File: src/rtl/bp_pkg.sv
// Shared types and counter rules for the branch predictor PHT.
// Counter encoding: SN=00, WN=01, WT=10, ST=11.
package bp_pkg;

    typedef enum logic [1:0] {
        SN = 2'b00,
        WN = 2'b01,
        WT = 2'b10,
        ST = 2'b11
    } pht_counter_t;

    typedef enum logic {
        INIT = 1'b0,
        RUN  = 1'b1
    } ctrl_state_t;

    function automatic pht_counter_t next_counter(
        input pht_counter_t c,
        input logic         taken
    );
        pht_counter_t n;
        unique case (c)
            SN: n = taken ? WN : SN;
            WN: n = taken ? WT : SN;
            WT: n = taken ? ST : WN;
            ST: n = taken ? ST : WT;
            default: n = c;
        endcase
        return n;
    endfunction

endpackage

File: src/rtl/pht_update_queue.sv
// FIFO of pending PHT writes with a parallel index lookup.
// The lookup reports the youngest matching entry.
module pht_update_queue
    import bp_pkg::*;
#(
    parameter int IDX_W = 8,
    parameter int DEPTH = 4
) (
    input  logic               clk,
    input  logic               rst,
    input  logic               i_push,
    input  logic [IDX_W-1:0]   i_push_idx,
    input  pht_counter_t       i_push_ctr,
    input  logic               i_pop,
    output logic [IDX_W-1:0]   o_head_idx,
    output pht_counter_t       o_head_ctr,
    output logic               o_empty,
    output logic               o_full,
    input  logic [IDX_W-1:0]   i_match_idx,
    output logic               o_hit,
    output pht_counter_t       o_hit_ctr
);

    localparam int AW = $clog2(DEPTH);
    localparam int PW = AW + 1;

    logic [PW-1:0]    r_wr;
    logic [PW-1:0]    r_rd;
    logic [IDX_W-1:0] r_idx [DEPTH];
    pht_counter_t     r_ctr [DEPTH];
    logic [PW-1:0]    w_count;

    assign w_count    = r_wr - r_rd;
    assign o_empty    = (r_wr == r_rd);
    assign o_full     = (r_wr[AW-1:0] == r_rd[AW-1:0]) && (r_wr[AW] != r_rd[AW]);
    assign o_head_idx = r_idx[r_rd[AW-1:0]];
    assign o_head_ctr = r_ctr[r_rd[AW-1:0]];

    always_ff @(posedge clk) begin
        if (rst) begin
            r_wr <= '0;
            r_rd <= '0;
        end else begin
            if (i_push) r_wr <= r_wr + 1'b1;
            if (i_pop)  r_rd <= r_rd + 1'b1;
        end
    end

    always_ff @(posedge clk) begin
        if (i_push) begin
            r_idx[r_wr[AW-1:0]] <= i_push_idx;
            r_ctr[r_wr[AW-1:0]] <= i_push_ctr;
        end
    end

    // Walk oldest to youngest so the last match found wins.
    always_comb begin
        logic [AW-1:0] w_slot;
        w_slot    = '0;
        o_hit     = 1'b0;
        o_hit_ctr = SN;
        for (int k = 0; k < DEPTH; k++) begin
            w_slot = r_rd[AW-1:0] + AW'(k);
            if ((PW'(k) < w_count) && (r_idx[w_slot] == i_match_idx)) begin
                o_hit     = 1'b1;
                o_hit_ctr = r_ctr[w_slot];
            end
        end
    end

endmodule

File: src/rtl/pht_access_controller.sv
// PHT owner: init sweep, update queue and single-port arbitration
// between IF lookups and MEM counter updates.
module pht_access_controller
    import bp_pkg::*;
#(
    parameter int         INDEX_BITS = 8,
    parameter int         UPD_DEPTH  = 4,
    parameter logic [1:0] INIT_STATE = 2'b01
) (
    input  logic                  clk,
    input  logic                  rst,
    input  logic                  lookup_valid,
    input  logic [INDEX_BITS-1:0] lookup_index,
    output logic                  lookup_ready,
    output logic                  pred_valid,
    output logic [1:0]            pred_counter,
    input  logic                  upd_valid,
    input  logic [INDEX_BITS-1:0] upd_index,
    input  logic [1:0]            upd_counter,
    input  logic                  upd_taken,
    output logic                  upd_ready,
    output logic                  init_done
);

    localparam int DEPTH = 1 << INDEX_BITS;

    ctrl_state_t           r_state;
    ctrl_state_t           w_state_nxt;
    logic [INDEX_BITS-1:0] r_ptr;
    logic [1:0]            r_ram [DEPTH];
    logic                  r_pred_valid;
    logic [1:0]            r_pred_counter;

    logic                  w_we;
    logic [INDEX_BITS-1:0] w_waddr;
    logic [1:0]            w_wdata;
    logic                  w_rd;
    logic                  w_pop;
    logic                  w_push;
    pht_counter_t          w_push_ctr;
    logic [INDEX_BITS-1:0] w_head_idx;
    pht_counter_t          w_head_ctr;
    logic                  w_empty;
    logic                  w_full;
    logic                  w_hit;
    pht_counter_t          w_hit_ctr;

    assign w_push_ctr = next_counter(pht_counter_t'(upd_counter), upd_taken);
    assign w_push     = upd_valid && upd_ready;

    pht_update_queue #(
        .IDX_W (INDEX_BITS),
        .DEPTH (UPD_DEPTH)
    ) u_queue (
        .clk         (clk),
        .rst         (rst),
        .i_push      (w_push),
        .i_push_idx  (upd_index),
        .i_push_ctr  (w_push_ctr),
        .i_pop       (w_pop),
        .o_head_idx  (w_head_idx),
        .o_head_ctr  (w_head_ctr),
        .o_empty     (w_empty),
        .o_full      (w_full),
        .i_match_idx (lookup_index),
        .o_hit       (w_hit),
        .o_hit_ctr   (w_hit_ctr)
    );

    always_ff @(posedge clk) begin
        if (rst) begin
            r_state <= INIT;
            r_ptr   <= '0;
        end else begin
            r_state <= w_state_nxt;
            if (r_state == INIT) r_ptr <= r_ptr + 1'b1;
        end
    end

    always_comb begin
        w_state_nxt = r_state;
        if (r_state == INIT && r_ptr == '1) w_state_nxt = RUN;
    end

    // A full queue preempts lookups so MEM never stalls indefinitely.
    always_comb begin
        w_we         = 1'b0;
        w_waddr      = w_head_idx;
        w_wdata      = w_head_ctr;
        w_rd         = 1'b0;
        w_pop        = 1'b0;
        lookup_ready = 1'b0;
        upd_ready    = 1'b0;
        unique case (r_state)
            INIT: begin
                w_we    = 1'b1;
                w_waddr = r_ptr;
                w_wdata = INIT_STATE;
            end
            RUN: begin
                upd_ready = !w_full;
                if (w_full) begin
                    w_we  = 1'b1;
                    w_pop = 1'b1;
                end else begin
                    lookup_ready = 1'b1;
                    if (lookup_valid) begin
                        w_rd = 1'b1;
                    end else if (!w_empty) begin
                        w_we  = 1'b1;
                        w_pop = 1'b1;
                    end
                end
            end
            default: ;
        endcase
    end

    always_ff @(posedge clk) begin
        if (w_we) r_ram[w_waddr] <= w_wdata;
    end

    always_ff @(posedge clk) begin
        if (rst) begin
            r_pred_valid   <= 1'b0;
            r_pred_counter <= INIT_STATE;
        end else begin
            r_pred_valid <= w_rd;
            if (w_rd) r_pred_counter <= w_hit ? w_hit_ctr : r_ram[lookup_index];
        end
    end

    assign pred_valid   = r_pred_valid;
    assign pred_counter = r_pred_counter;
    assign init_done    = (r_state == RUN);

endmodule

File: config.mk
export PLATFORM = sky130hd
export DESIGN_NAME = pht_access_controller
export DESIGN_NICKNAME = d
export VERILOG_FILES = /design/src/rtl/bp_pkg.sv /design/src/rtl/pht_update_queue.sv /design/src/rtl/pht_access_controller.sv
export SDC_FILE = /design/constraint.sdc
export NUM_CORES = 1
export LEC_CHECK = 0
export BUFFER_PORTS_ARGS = -buffer_cell sky130_fd_sc_hd__buf_2
export CAP_MARGIN = 20
export CORE_ASPECT_RATIO = 1.5
export CORE_UTILIZATION = 55
export DETAILED_ROUTE_END_ITERATION = 8
export GPL_TIMING_DRIVEN = 0
export PLACE_DENSITY = 0.77
export SETUP_SLACK_MARGIN = 0.5
export SYNTH_ARGS = -nofsm -noshare
export SYNTH_HDL_FRONTEND = slang
export SYNTH_HIERARCHICAL = 1
export SYNTH_SLANG_ARGS = --single-unit
File: constraint.sdc
create_clock -name clk -period 6.49 [get_ports clk]
set_input_delay 0.3245 -clock clk [delete_from_list [all_inputs] [get_ports clk]]
set_output_delay 0.3245 -clock clk [all_outputs]
set_load 0.03 [all_outputs]
# --- Word level (Yosys, flattened, before mapping) ---
# Memory sizes are Yosys's and may differ from the RTL's. A register that Yosys moved wholly into a read port is not among the register bits.
# Index checks and enable logic that the tools add are counted.
totals:
  ff_bits: 18
  mem_bits_rw: 552
  input_bits: 23
  output_inout_bits: 6
  word_cells: 76
  n_memories: 3
mem_list:
  columns: ["memory", "depth", "word_bits", "read_ports", "rd_ports_with_merged_regs", "write_ports", "line_no", "text"]
  rows:
  - ["r_ram", 256, 2, 1, 0, 1, "pht_access_controller.sv:30", "logic [1:0] r_ram [DEPTH];"]
  - ["u_queue.r_idx", 4, 8, 4, 1, 1, "pht_update_queue.sv:29", "logic [IDX_W-1:0] r_idx [DEPTH];"]
  - ["u_queue.r_ctr", 4, 2, 4, 1, 1, "pht_update_queue.sv:30", "pht_counter_t r_ctr [DEPTH];"]
classes:
  add_sub_neg: 7
  order_cmp: 4
  n_eq_ne: 11
  muxes: 35
  bitwise: 1
  n_reduce_logical: 9
ops:
  columns: ["op", "n"]
  rows:
  - ["8-bit == test", 4]
  - ["2-bit two-way mux", 12]
  - ["1-bit two-way mux", 20]
  - ["8-bit by 1-bit adder with 8-bit output, second input constant", 1]
  - ["8-bit == test, second input constant", 1]
  - ["8-bit two-way mux", 1]
  - ["2-bit case mux with 4 select lines", 1]
  - ["1-bit logical AND", 7]
  - ["3-bit by 1-bit adder with 3-bit output, second input constant", 2]
  - ["1-bit by 3-bit less-than comparator with 1-bit output, first input constant", 2]
  - ["2-bit by 3-bit less-than comparator with 1-bit output, first input constant", 2]
  - ["2-bit adder, second input constant", 2]
  - ["2-bit == test, second input constant", 2]
  - ["3-bit == test", 1]
  - ["3-bit subtractor", 1]
  - ["2-bit by 1-bit adder with 2-bit output, second input constant", 1]
  - ["2-bit by 1-bit == test with 1-bit output, second input constant", 1]
  - ["2-bit == test", 1]
  - ["2-bit logical NOT", 1]
  - ["1-bit case mux with 2 select lines", 1]
  - ["1-bit logical NOT", 1]
  - ["1-bit != test", 1]
  - ["1-bit inverter", 1]

# --- Depth between registers and ports, before layout ---
# Gate-level depths: netlist of run 1.
logic_depth:
  word_depth: 8
  ltp_mapped: 16
  ltp_nobuf: 16

# --- By module ---
# Netlist of run 1, hierarchy kept.
by_module_without_submodules:
  columns: ["module", "instances", "cells_each", "area_each_um2", "seq_area_each_um2"]
  rows:
  - ["pht_access_controller", 1, 1304, 21842.2, 15615.0]
  - ["pht_update_queue", 1, 202, 3133.0, 1361.3]

# --- Least setup slack after synthesis of run 1 ---
# OpenSTA, ideal clock, no wires.
synth_timing:
  path_type: "reg-to-reg"
  from: "reg r_state, in the netlist init_done"
  to: "mem r_ram[0][1], data pin"
  setup_ps: 866
  t_arrival_ps: 4492
  required_ps: 5624
  setup_slack_ps: 1131
  stages_incl_launch_ff: 4
  path_buffers: 2
  period_less_slack_ps: 5359
  path_cell_list: "dfxtp_1 -> clkbuf_1 -> clkbuf_1 -> and2_1"
synth_via:
  elab_chain_len: 1
synth_lines:
  columns: ["item", "line_no", "text"]
  rows:
  - ["start, declared", "pht_access_controller.sv:27", "ctrl_state_t r_state;"]
  - ["start signal, assigned", "pht_access_controller.sv:75", "r_state <= w_state_nxt;"]
  - ["2-bit two-way mux", "pht_access_controller.sv:94", "unique case (r_state)"]
  - ["via w_wdata[1]", "pht_access_controller.sv:36", "logic [1:0] w_wdata;"]
  - ["end, declared", "pht_access_controller.sv:30", null]
# The timed path passes the listed nets, and every way through them passes these cells.

# --- Worst setup path after layout of run 1 ---
layout_timing:
  from: "reg u_queue.r_rd[1]"
  to: "mem r_ram[225][1] (enable)"
layout_via:
  elab_chain_len: 7
  word_cells_on_any_way: 9
  classes_between: "2 x eq/ne; 6 x mux; 1 x reduce/logical"
layout_lines:
  columns: ["item", "line_no", "text"]
  rows:
  - ["start, declared", "pht_update_queue.sv:28", "logic [PW-1:0] r_rd;"]
  - ["start signal, assigned", "pht_update_queue.sv:45", "if (i_pop) r_rd <= r_rd + 1'b1;"]
  - ["3-bit == test", "pht_update_queue.sv:34", "assign o_empty = (r_wr == r_rd);"]
  - ["via w_empty", "pht_access_controller.sv:43", "logic w_empty;"]
  - ["1-bit two-way mux", "pht_access_controller.sv:109", "end else if (!w_empty) begin"]
  - ["1-bit two-way mux", "pht_access_controller.sv:107", "if (lookup_valid) begin"]
  - ["1-bit two-way mux", "pht_access_controller.sv:102", "if (w_full) begin"]
  - ["1-bit case mux with 2 select lines", "pht_access_controller.sv:94", null]
  - ["1-bit two-way mux", "pht_access_controller.sv:120", "if (w_we) r_ram[w_waddr] <= w_wdata;"]
  - ["1-bit two-way mux (implied by the code)", "pht_access_controller.sv:120", null]
# The timed path passes the listed nets, and every way through them passes these cells.

==> flow_summary.ini, run 1 <==
[synthesis]
ys.flop_type = edfxtp_1
syn-instance-count = 1506
yosys.area_share.simple = 0.0731
synth-compound-area-share = 0.0306
synthAdderAreaFrac = 0.00561
synth_seq_area_share = 0.680
synth_cell_types = 68
synth_top_family_by_area = multiplexers
synth-edff-count = 552
ys_ff_latch = 572
synth_area_mm2 = 0.0250
yosys_warnings = 6
synthArstFlopShare = 0
syn_nets = 1538
synth_xor_area_frac = 0.0160
synth_area_per_cell_um2 = 16.6
synthMuxAreaShare = 0.170

[clock_tree]
cts_resized = 0
cts_max_path_buffers = 3
h-tree-depth = 2
cts_tree = done
postCtsSetupBuffers = 0
clock_sinks = 572
cts_hold_buffers = 8
clk_transition_reported_paths_ps = 70
numCtsBuffers = 49
root_buffer = clkbuf_16
clk_latency_ps = 590

[layout]
post-route-util = 0.616
fillers = 3085
ff_latch_area_mm2 = 0.0170
drive_gt1_frac = 0.195
fin_nets = 1632
stdcell_area_mm2 = 0.0276
syn_to_final_growth_pct = 10.5
diodes = 0
multi_input_area_mm2 = 0.00741

[floorplan]
ios = 29
die_h_um = 263
design.core.area_mm2 = 0.0448
die_area_mm2 = 0.0463
start_util = 0.557
die_w_um = 176
rows = 95

[worst_setup_path]
endpoint_kind = flip-flop
cp_common_cell = clkbuf_1
cp_max_fo = 10
crit_type = flip-flop to flip-flop
crit_arrival_ps = 4820
slowest_stage = o21ai_1
worstPathCellList = buf_1 -> inv_1 -> ha_1 -> and3_1 -> o21ai_1 -> clkbuf_1 -> nand3_1 -> clkbuf_1 -> nor2_1
max_stage_delay_ps = 690
r2r_setup_slack_ps = 1930
crit_required_ps = 6750
start_kind = flip-flop

[sta]
fin_crit_sh = 0.702
hold_viol = 0
rsz0062_at_grt = no
tightest_slew_ps = 1220
tns_ps = 0
fin_skew_ps = 17.9
period_needed_ps = 4560
final_max_slew_viol_count = 0
fmax_ghz = 0.219
finalWorstSetupSlack_ps = 1930
setup_viol = 0
slew_headroom = 0.183

[pwr]
vdd_ir_drop_max_mv = 0.227
p_leak_nw = 8.44
power.density_mw_per_mm2 = 262

[routing]
antenna_left = 0
maxUsedRoutingLayer = met4
num_vias = 15100
avgViaCountPerCell = 6.79
wl_met2_mm = 36.4
routedWlPerCell_um = 31.4
wl_met1_mm = 21.9
drt_iter0_markers = 2183
routed_wirelength_mm = 69.7
wl_met3_mm = 5.74
drc = 0
first_pass_iters = 7

[placement]
port_buffers = 26
place_congestion = 0.962
hpwl_mm = 47.5
placed_cell_area_mm2 = 0.0260
dp_slack_ps = 2110

[outcome]
status = finished, final reports clean

[global_routing]
grt_max_degree = 105
grt_pass1_wl_mm = 100
antenna_found_initial = 0
overflow = 0
first_global_vias = 15500
grt_usage = 0.307

[job]
max_cap_violations = 0

[hold_path]
hold_path.class = primary input to flip-flop
## layout by cell type (no fill, tap or decap), types with 10 or more instances in the layout
cell / Yosys / final
clkbuf_1: 50 / 63
nand3_1: 22 / 22
inv_1: 22 / 22
nand2b_1: 11 / 10
buf_2: 16 / 43
nor2_1: 291 / 291
xnor2_1: 29 / 29
nand2_1: 62 / 62
mux2_2: 11 / 11
buf_4: 14 / 16
clkinv_1: 0 / 10
dfxtp_1: 20 / 20
mux2i_1: 47 / 47
edfxtp_1: 552 / 552
clkbuf_16: 0 / 49
xor2_1: 14 / 14
a221oi_1: 11 / 11
mux4_2: 158 / 158
## sequential cells by signal (all words and copies together) (netlist names), named ones only
signal,flops
pred_counter,2
u_queue/r_rd,3
u_queue/r_idx,32
pred_valid,1
u_queue/r_ctr,8
u_queue/r_wr,3
r_ptr,8
r_ram,512
init_done,1
## worst paths after layout
check	startpoint	to	depth (start not counted)
worst max-delay path	u_queue/r_rd[1]	r_ram[225][1]	9
worst min-delay path	rst	u_queue/r_wr[2]	2
worst max register to register	u_queue/r_rd[1]	r_ram[225][1]	9
worst min register to register	r_ptr[3]	r_ptr[3]	2
## metrics by stage
| step | hold slack, ps | power (W) | cells |
|---|---|---|---|
| floorplan | 397 | 0.00429 | 1506 |
| global placement | 512 | 0.00443 | 2114 |
| detailed placement | 530 | 0.00444 | 2121 |
| CTS | 88.5 | 0.00720 | 2219 |
| global route | 99.4 | 0.00734 | 2221 |
| finish | 106 | 0.00723 | 2221 |
## kinds of logic after synthesis
kind of cell	Yosys count
muxes	221
and+or+nand+nor	434
adders and majority gates	11
buffers and inverters	121
xor gates and xnor gates	44
AOI/OAI and AO/OA	103
DFF	572
## where the power goes
| group | switching [W] | internal (W) | total (W) |
|---|---|---|---|
| Clock | 0.00133 | 0.00152 | 0.00285 |
| Combinational | 0.000246 | 0.000133 | 0.000379 |
| Sequential | 0.00000391 | 0.00399 | 0.00399 |
| Total | 0.00158 | 0.00565 | 0.00723 |
## area by class of cell
type                    count  area share
inverters                  22     0.00299
plain buffers              99      0.0191
well taps                 582      0.0264
repair buffers             43      0.0134
clock buffers              62      0.0462
flip-flops and latches    572       0.615
clock inverters            28     0.00852
multi-input cells         813       0.269
## metal layers
layer / track usage / up-vias
met4: 0.224 / 0
met2: 0.532 / 1107
met3: 0.0481 / 301
met5: 0 / -
met1: 0.342 / 7588
li1: - / 6074
## Yosys cell counts, types with 11 or more instances
library cell | count | area, um2
edfxtp_1 | 552 | 16600
nor2_1 | 291 | 1090
mux4_2 | 158 | 3560
nand2_1 | 62 | 233
clkbuf_1 | 50 | 188
mux2i_1 | 47 | 470
xnor2_1 | 29 | 254
inv_1 | 22 | 82.6
nand3_1 | 22 | 110
dfxtp_1 | 20 | 400
buf_2 | 16 | 80.1
buf_4 | 14 | 105
xor2_1 | 14 | 123
a221oi_1 | 11 | 96.3
mux2_2 | 11 | 124
nand2b_1 | 11 | 68.8
o32ai_1 | 11 | 96.3
## worst max-delay path: cells and delay by family (launching register included)
family,cells,cell delay [ps]
DFF,1,460
and+or+nand+nor,3,950
buffers and inverters,4,1770
adders and majority gates,1,350
AOI/OAI and AO/OA,1,690
(Power assumes the default switching activity.)
==> run 2, diff against run 1 <==
--- a/config.mk
+++ b/config.mk
@@ -11,7 +11,7 @@
 export CORE_UTILIZATION = 55
 export DETAILED_ROUTE_END_ITERATION = 8
 export GPL_TIMING_DRIVEN = 0
-export PLACE_DENSITY = 0.77
+export PLACE_DENSITY = 0.8
 export SETUP_SLACK_MARGIN = 0.5
 export SYNTH_ARGS = -nofsm -noshare
 export SYNTH_HDL_FRONTEND = slang
==> constraint.sdc (replaced) <==
create_clock -name clk -period 3.7 [get_ports clk]
set_input_delay 0.185 -clock clk [delete_from_list [all_inputs] [get_ports clk]]
set_output_delay 0.185 -clock clk [all_outputs]
set_load 0.03 [all_outputs]
==> run 2 against run 1 <==
Die area is the same. Final cell count is 0.45% higher. Non-clock buffer count up 8. Sequential share of layout area is 1.2 points lower. Setup slack got worse by 1800 ps. Clock skew grew 9.6 ps. Count of clock-buffer cells in the layout shrank 2. Via count about the same. First-iteration DRC count up 0.50%. Critical path depth rose by 3. Sequential power grew 76%.
==> flow_summary.ini, run 2 (synthesis gave the netlist of run 1 again) <==
[layout]
post-route-util = 0.628
drive_gt1_frac = 0.243
largest_reg_flops = 512
syn_to_final_growth_pct = 12.7
final_common_cell = edfxtp_1
fin_nets = 1640
final_cell_mix = 552 x edfxtp_1, 288 x nor2_1, 158 x mux4_2
diodes = 0
stdcell_area_mm2 = 0.0282
top_register = r_ram

[sta]
rsz0062_at_grt = yes
setup_viol = 0
period_needed_ps = 3570
fmax_ghz = 0.280
finalWorstSetupSlack_ps = 135
slew_headroom = 0.252
tns_ps = 0
fin_crit_sh = 0.964
fin_skew_ps = 27.5
final_max_slew_viol_count = 0
hold_viol = 0
tightest_slew_ps = 1120

[outcome]
status = finished, final reports clean

[clock_tree]
root_buffer = clkbuf_16
cts_tree = done
clk_transition_reported_paths_ps = 70
numCtsBuffers = 49
clock_sinks = 572
cts_max_path_buffers = 3
h-tree-depth = 2
clk_latency_ps = 590

[worst_setup_path]
cp_common_cell = buf_6
max_stage_delay_ps = 540
r2r-end = pred_counter[1]
crit_arrival_ps = 4030
cp_max_fo = 10
worstPathCellList = buf_6 -> buf_6 -> buf_4 -> mux4_2 -> xor2_1 -> nor4_1 -> nand4_1 -> nand3b_1 -> a21oi_2 -> a21oi_1 -> nor2_1 -> o31a_1
crit_buf_inv = 3
slowest_stage = mux4_2
endpoint_kind = flip-flop
r2r_start = u_queue/r_rd[0]
crit_required_ps = 4170
start_kind = flip-flop
r2r_setup_slack_ps = 130
rr_worst_depth = 12
crit_type = flip-flop to flip-flop
critical-path-top-delay-family = simple AND/OR/NAND/NOR gates
cp.depth = 12

[hold_path]
min_from = upd_counter[1]
holdPathEnd = u_queue/r_ctr[0][0]
hold_path.class = primary input to flip-flop
hold_depth = 2

[placement]
place_congestion = 1.00
placed_cell_area_mm2 = 0.0260
port_buffers = 26
hpwl_mm = 47.3
dp_slack_ps = -644

[floorplan]
die_area_mm2 = 0.0463
die_h_um = 263
rows = 95
ios = 29
die_w_um = 176
start_util = 0.557
design.core.area_mm2 = 0.0448

[pwr]
p_leak_nw = 8.69
vdd_ir_drop_max_mv = 0.352
power.density_mw_per_mm2 = 461
power_w = 0.0130

[routing]
num_vias = 15100
first_pass_iters = 6
antenna_left = 0
routedWlPerCell_um = 31.1
avgViaCountPerCell = 6.76
drc = 0
drt_iter0_markers = 2194
routed_wirelength_mm = 69.4

[global_routing]
antenna_found_initial = 0
grt_usage = 0.306
grt_pass1_wl_mm = 99.6
overflow = 0
first_global_vias = 15500
grt_max_degree = 104

[job]
max_cap_violations = 0
run 2: cell types whose count changed in the layout (fill, tap and decap cells not counted), sizes merged:
cell	before	now
buf	84	100
clkbuf	112	101
bufinv	3	6
clkinvlp	1	4
inv	26	23
clkinv	20	21
dlygate4sd3	8	9
run 2: area by class of cell:
class | count | area, um2
plain buffers | 99 | 606
multi-input cells | 813 | 7690
well taps | 582 | 728
flip-flops and latches | 572 | 17000
inverters | 22 | 82.6
repair buffers | 51 | 418
clock buffers | 60 | 1310
clock inverters | 32 | 342
fillers | 2976 | 16700
run 2: worst max-delay path by stage:
| stage | to | start | slack, ps |
|---|---|---|---|
| after floorplan | pred_counter[0] | u_queue/r_rd[0] | 420 |
| after global placement | r_ram[99][0] | u_queue/r_rd[1] | -500 |
| after detailed placement | r_ram[99][0] | u_queue/r_rd[1] | -640 |
| after CTS | pred_counter[0] | u_queue/r_rd[0] | 140 |
| after global routing | pred_counter[0] | u_queue/r_rd[0] | 30 |
| final | pred_counter[1] | u_queue/r_rd[0] | 130 |
run 2: worst register-to-register path: cells and delay by family (launching register included):
family / cells / cell delay [ps]
DFF: 1 / 370
buffers and inverters: 3 / 630
muxes: 1 / 540
xor gates and xnor gates: 1 / 170
and+or+nand+nor: 4 / 1330
AOI/OAI and AO/OA: 3 / 400
run 2: timing repair:
action | 4_1_cts | 5_1_grt
gates cloned | 0 | 0
hold buffers | 9 | 0
buffers inserted | 6 | 4
resized for setup | 66 | 35
setup endpoints to repair | 525 | 430
hold endpoints to repair | 38 | 0
pin swaps | 8 | 1
run 2: report_power, final:
part,internal (W),leakage (nW),switching (W)
combinational,0.000244,2.84,0.000433
sequential,0.00700,5.05,0.00000773
clock,0.00295,0.796,0.00234
total,0.0102,8.69,0.00278
run 2: through the flow:
stage / std cells / hold WS, ps
finish: 2231 / 28.4
floorplan: 1506 / 250
CTS: 2227 / 7.35
global placement: 2114 / 392
detailed placement: 2120 / 402
global route: 2231 / 22.5
run 2: routing by layer:
layer,GRT usage,part of all wire,vias up
met5,0,0,-
met4,0.252,0.093,0
met2,0.520,0.51,1207
met1,0.335,0.30,7468
li1,-,-,6084
met3,0.0500,0.095,326
==> run 3, diff against run 2 <==
--- a/config.mk
+++ b/config.mk
@@ -7,11 +7,13 @@
 export LEC_CHECK = 0
 export BUFFER_PORTS_ARGS = -buffer_cell sky130_fd_sc_hd__buf_2
 export CAP_MARGIN = 20
+export CELL_PAD_IN_SITES_DETAIL_PLACEMENT = 0
+export CELL_PAD_IN_SITES_GLOBAL_PLACEMENT = 1
 export CORE_ASPECT_RATIO = 1.5
-export CORE_UTILIZATION = 55
+export CORE_UTILIZATION = 49
 export DETAILED_ROUTE_END_ITERATION = 8
 export GPL_TIMING_DRIVEN = 0
-export PLACE_DENSITY = 0.8
+export PLACE_DENSITY = 0.81
 export SETUP_SLACK_MARGIN = 0.5
 export SYNTH_ARGS = -nofsm -noshare
 export SYNTH_HDL_FRONTEND = slang
==> run 3 against run 2 <==
Worst hold slack better by 12 ps. Highest routed layer unchanged. Routed wire length rose by 2.2%. Combinational power is essentially flat. Die area grew 12%. Sequential cell count unchanged. First-iteration DRC count is 16% lower. Register-to-register slack got worse by 60 ps. Core utilization decreased by 7.0 points. Count of clock-buffer cells in the layout unchanged. Setup slack worse by 65 ps.
==> flow_summary.ini, run 3 (synthesis gave the netlist of run 1 again) <==
[outcome]
status = finished, final reports clean

[clock_tree]
clk_transition_reported_paths_ps = 70
cts_max_path_buffers = 3
root_buffer = clkbuf_16
clock_sinks = 572
clk_latency_ps = 590
h-tree-depth = 2
cts_tree = done
numCtsBuffers = 50

[layout]
diodes = 0
ff_latch_area_mm2 = 0.0170
final_common_cell = edfxtp_1
multi_input_area_mm2 = 0.00762
top_register = r_ram
fillers = 3862
largest_reg_flops = 512
final_cell_mix = 552 x edfxtp_1, 290 x nor2_1, 158 x mux4_2
syn_to_final_growth_pct = 12.7
fin_nets = 1640
drive_gt1_frac = 0.232
stdcell_area_mm2 = 0.0281

[routing]
drc = 0
avgViaCountPerCell = 6.33
num_vias = 14700
antenna_left = 0
first_pass_iters = 6
routedWlPerCell_um = 30.6
routed_wirelength_mm = 71.0
drt_iter0_markers = 1840

[sta]
fmax_ghz = 0.276
setup_viol = 0
rsz0062_at_grt = yes
fin_skew_ps = 15.8
period_needed_ps = 3630
fin_crit_sh = 0.981
tightest_slew_ps = 1220
slew_headroom = 0.186
hold_viol = 0
final_max_slew_viol_count = 0

[pwr]
p_leak_nw = 8.64
power.density_mw_per_mm2 = 459
vdd_ir_drop_max_mv = 0.392
power_w = 0.0129

[worst_setup_path]
endpoint_kind = flip-flop
start_kind = flip-flop
slowest_stage = mux4_2
critical-path-top-delay-family = multiplexers
worstPathCellList = ha_4 -> buf_12 -> buf_12 -> mux4_2 -> xnor2_2 -> nand4_1 -> nor4_4 -> buf_4 -> mux2_4 -> mux2_4 -> mux2_4 -> nand2_4 -> nor2_2 -> a211oi_2 -> o31ai_1
cp_common_cell = mux2_4
crit_required_ps = 4170
max_stage_delay_ps = 520
crit_buf_inv = 3
cp_max_fo = 5
crit_type = flip-flop to flip-flop
crit_arrival_ps = 4100

[global_routing]
overflow = 0
grt_max_degree = 100
grt_usage = 0.276
first_global_vias = 15200
grt_pass1_wl_mm = 101
antenna_found_initial = 0

[floorplan]
die_area_mm2 = 0.0519
start_util = 0.495
die_h_um = 279
ios = 29
design.core.area_mm2 = 0.0504
die_w_um = 186
rows = 101

[placement]
placed_cell_area_mm2 = 0.0261
port_buffers = 26
place_congestion = 0.934
hpwl_mm = 49.5

[hold_path]
hold_path.class = primary input to flip-flop

[job]
max_cap_violations = 0
[run 3: worst paths after layout]
path | startpoint | to | slack [ps] | depth (start not counted)
max | u_queue/r_rd[1] | pred_counter[0] | 70 | 15
min | upd_counter[1] | u_queue/r_ctr[1][0] | 40 | 2
max reg2reg | u_queue/r_rd[1] | pred_counter[0] | 70 | 15
min reg2reg | u_queue/r_wr[2] | u_queue/r_wr[2] | 570 | 2
[run 3: metal layers]
metal | share of wire | vias up | routed length, um | track usage
li1 | - | 6100 | - | -
met1 | 0.32 | 7523 | 22700 | 0.298
met2 | 0.52 | 806 | 37300 | 0.496
met3 | 0.068 | 240 | 4810 | 0.0342
met4 | 0.087 | 0 | 6180 | 0.203
met5 | 0 | - | 0 | 0
[run 3: cell type report]
type | count | share of cell area
inverters | 22 | 0.00293
repair buffers | 49 | 0.0140
plain buffers | 99 | 0.0213
well taps | 669 | 0.0297
clock inverters | 32 | 0.0117
flip-flops and latches | 572 | 0.604
multi-input cells | 814 | 0.271
clock buffers | 60 | 0.0458
[run 3: stage by stage]
| step | setup slack [ps] | std cells | util | hold WS, ps | setup TNS (ps) |
|---|---|---|---|---|---|
| 6_report | 70.3 | 2317 | 0.558 | 40.1 | 0 |
| 5_1_grt | -35.5 | 2317 | 0.558 | 53.1 | -35.5 |
| 4_1_cts | 120 | 2313 | 0.556 | 11.5 | 0 |
| 3_5_place_dp | -619 | 2208 | 0.518 | 400 | -126100 |
| 3_3_place_gp | -551 | 2201 | 0.515 | 392 | -185100 |
| 2_1_floorplan | 418 | 1506 | - | 250 | 0 |
[run 3: what timing repair did]
| item | 4_1_cts | 5_1_grt |
|---|---|---|
| resized for setup | 58 | 18 |
| hold buffers | 9 | 0 |
| setup endpoints to repair | 628 | 600 |
| pin swaps | 5 | 6 |
| setup buffers | 3 | 4 |
| hold endpoints to repair | 40 | 0 |
| gates cloned | 1 | 0 |
[run 3: power breakdown]
part / internal, W / switching, W
sequential: 0.00700 / 0.00000726
clock: 0.00291 / 0.00233
combinational: 0.000242 / 0.000432
[run 3: worst reg2reg max path: stages (launching register included)]
cell	delay, ps
dfxtp_4	350
ha_4	280
buf_12	130
buf_12	110
mux4_2	520
xnor2_2	190
nand4_1	190
nor4_4	330
buf_4	170
mux2_4	290
mux2_4	250
mux2_4	280
nand2_4	90
nor2_2	50
a211oi_2	180
o31ai_1	100
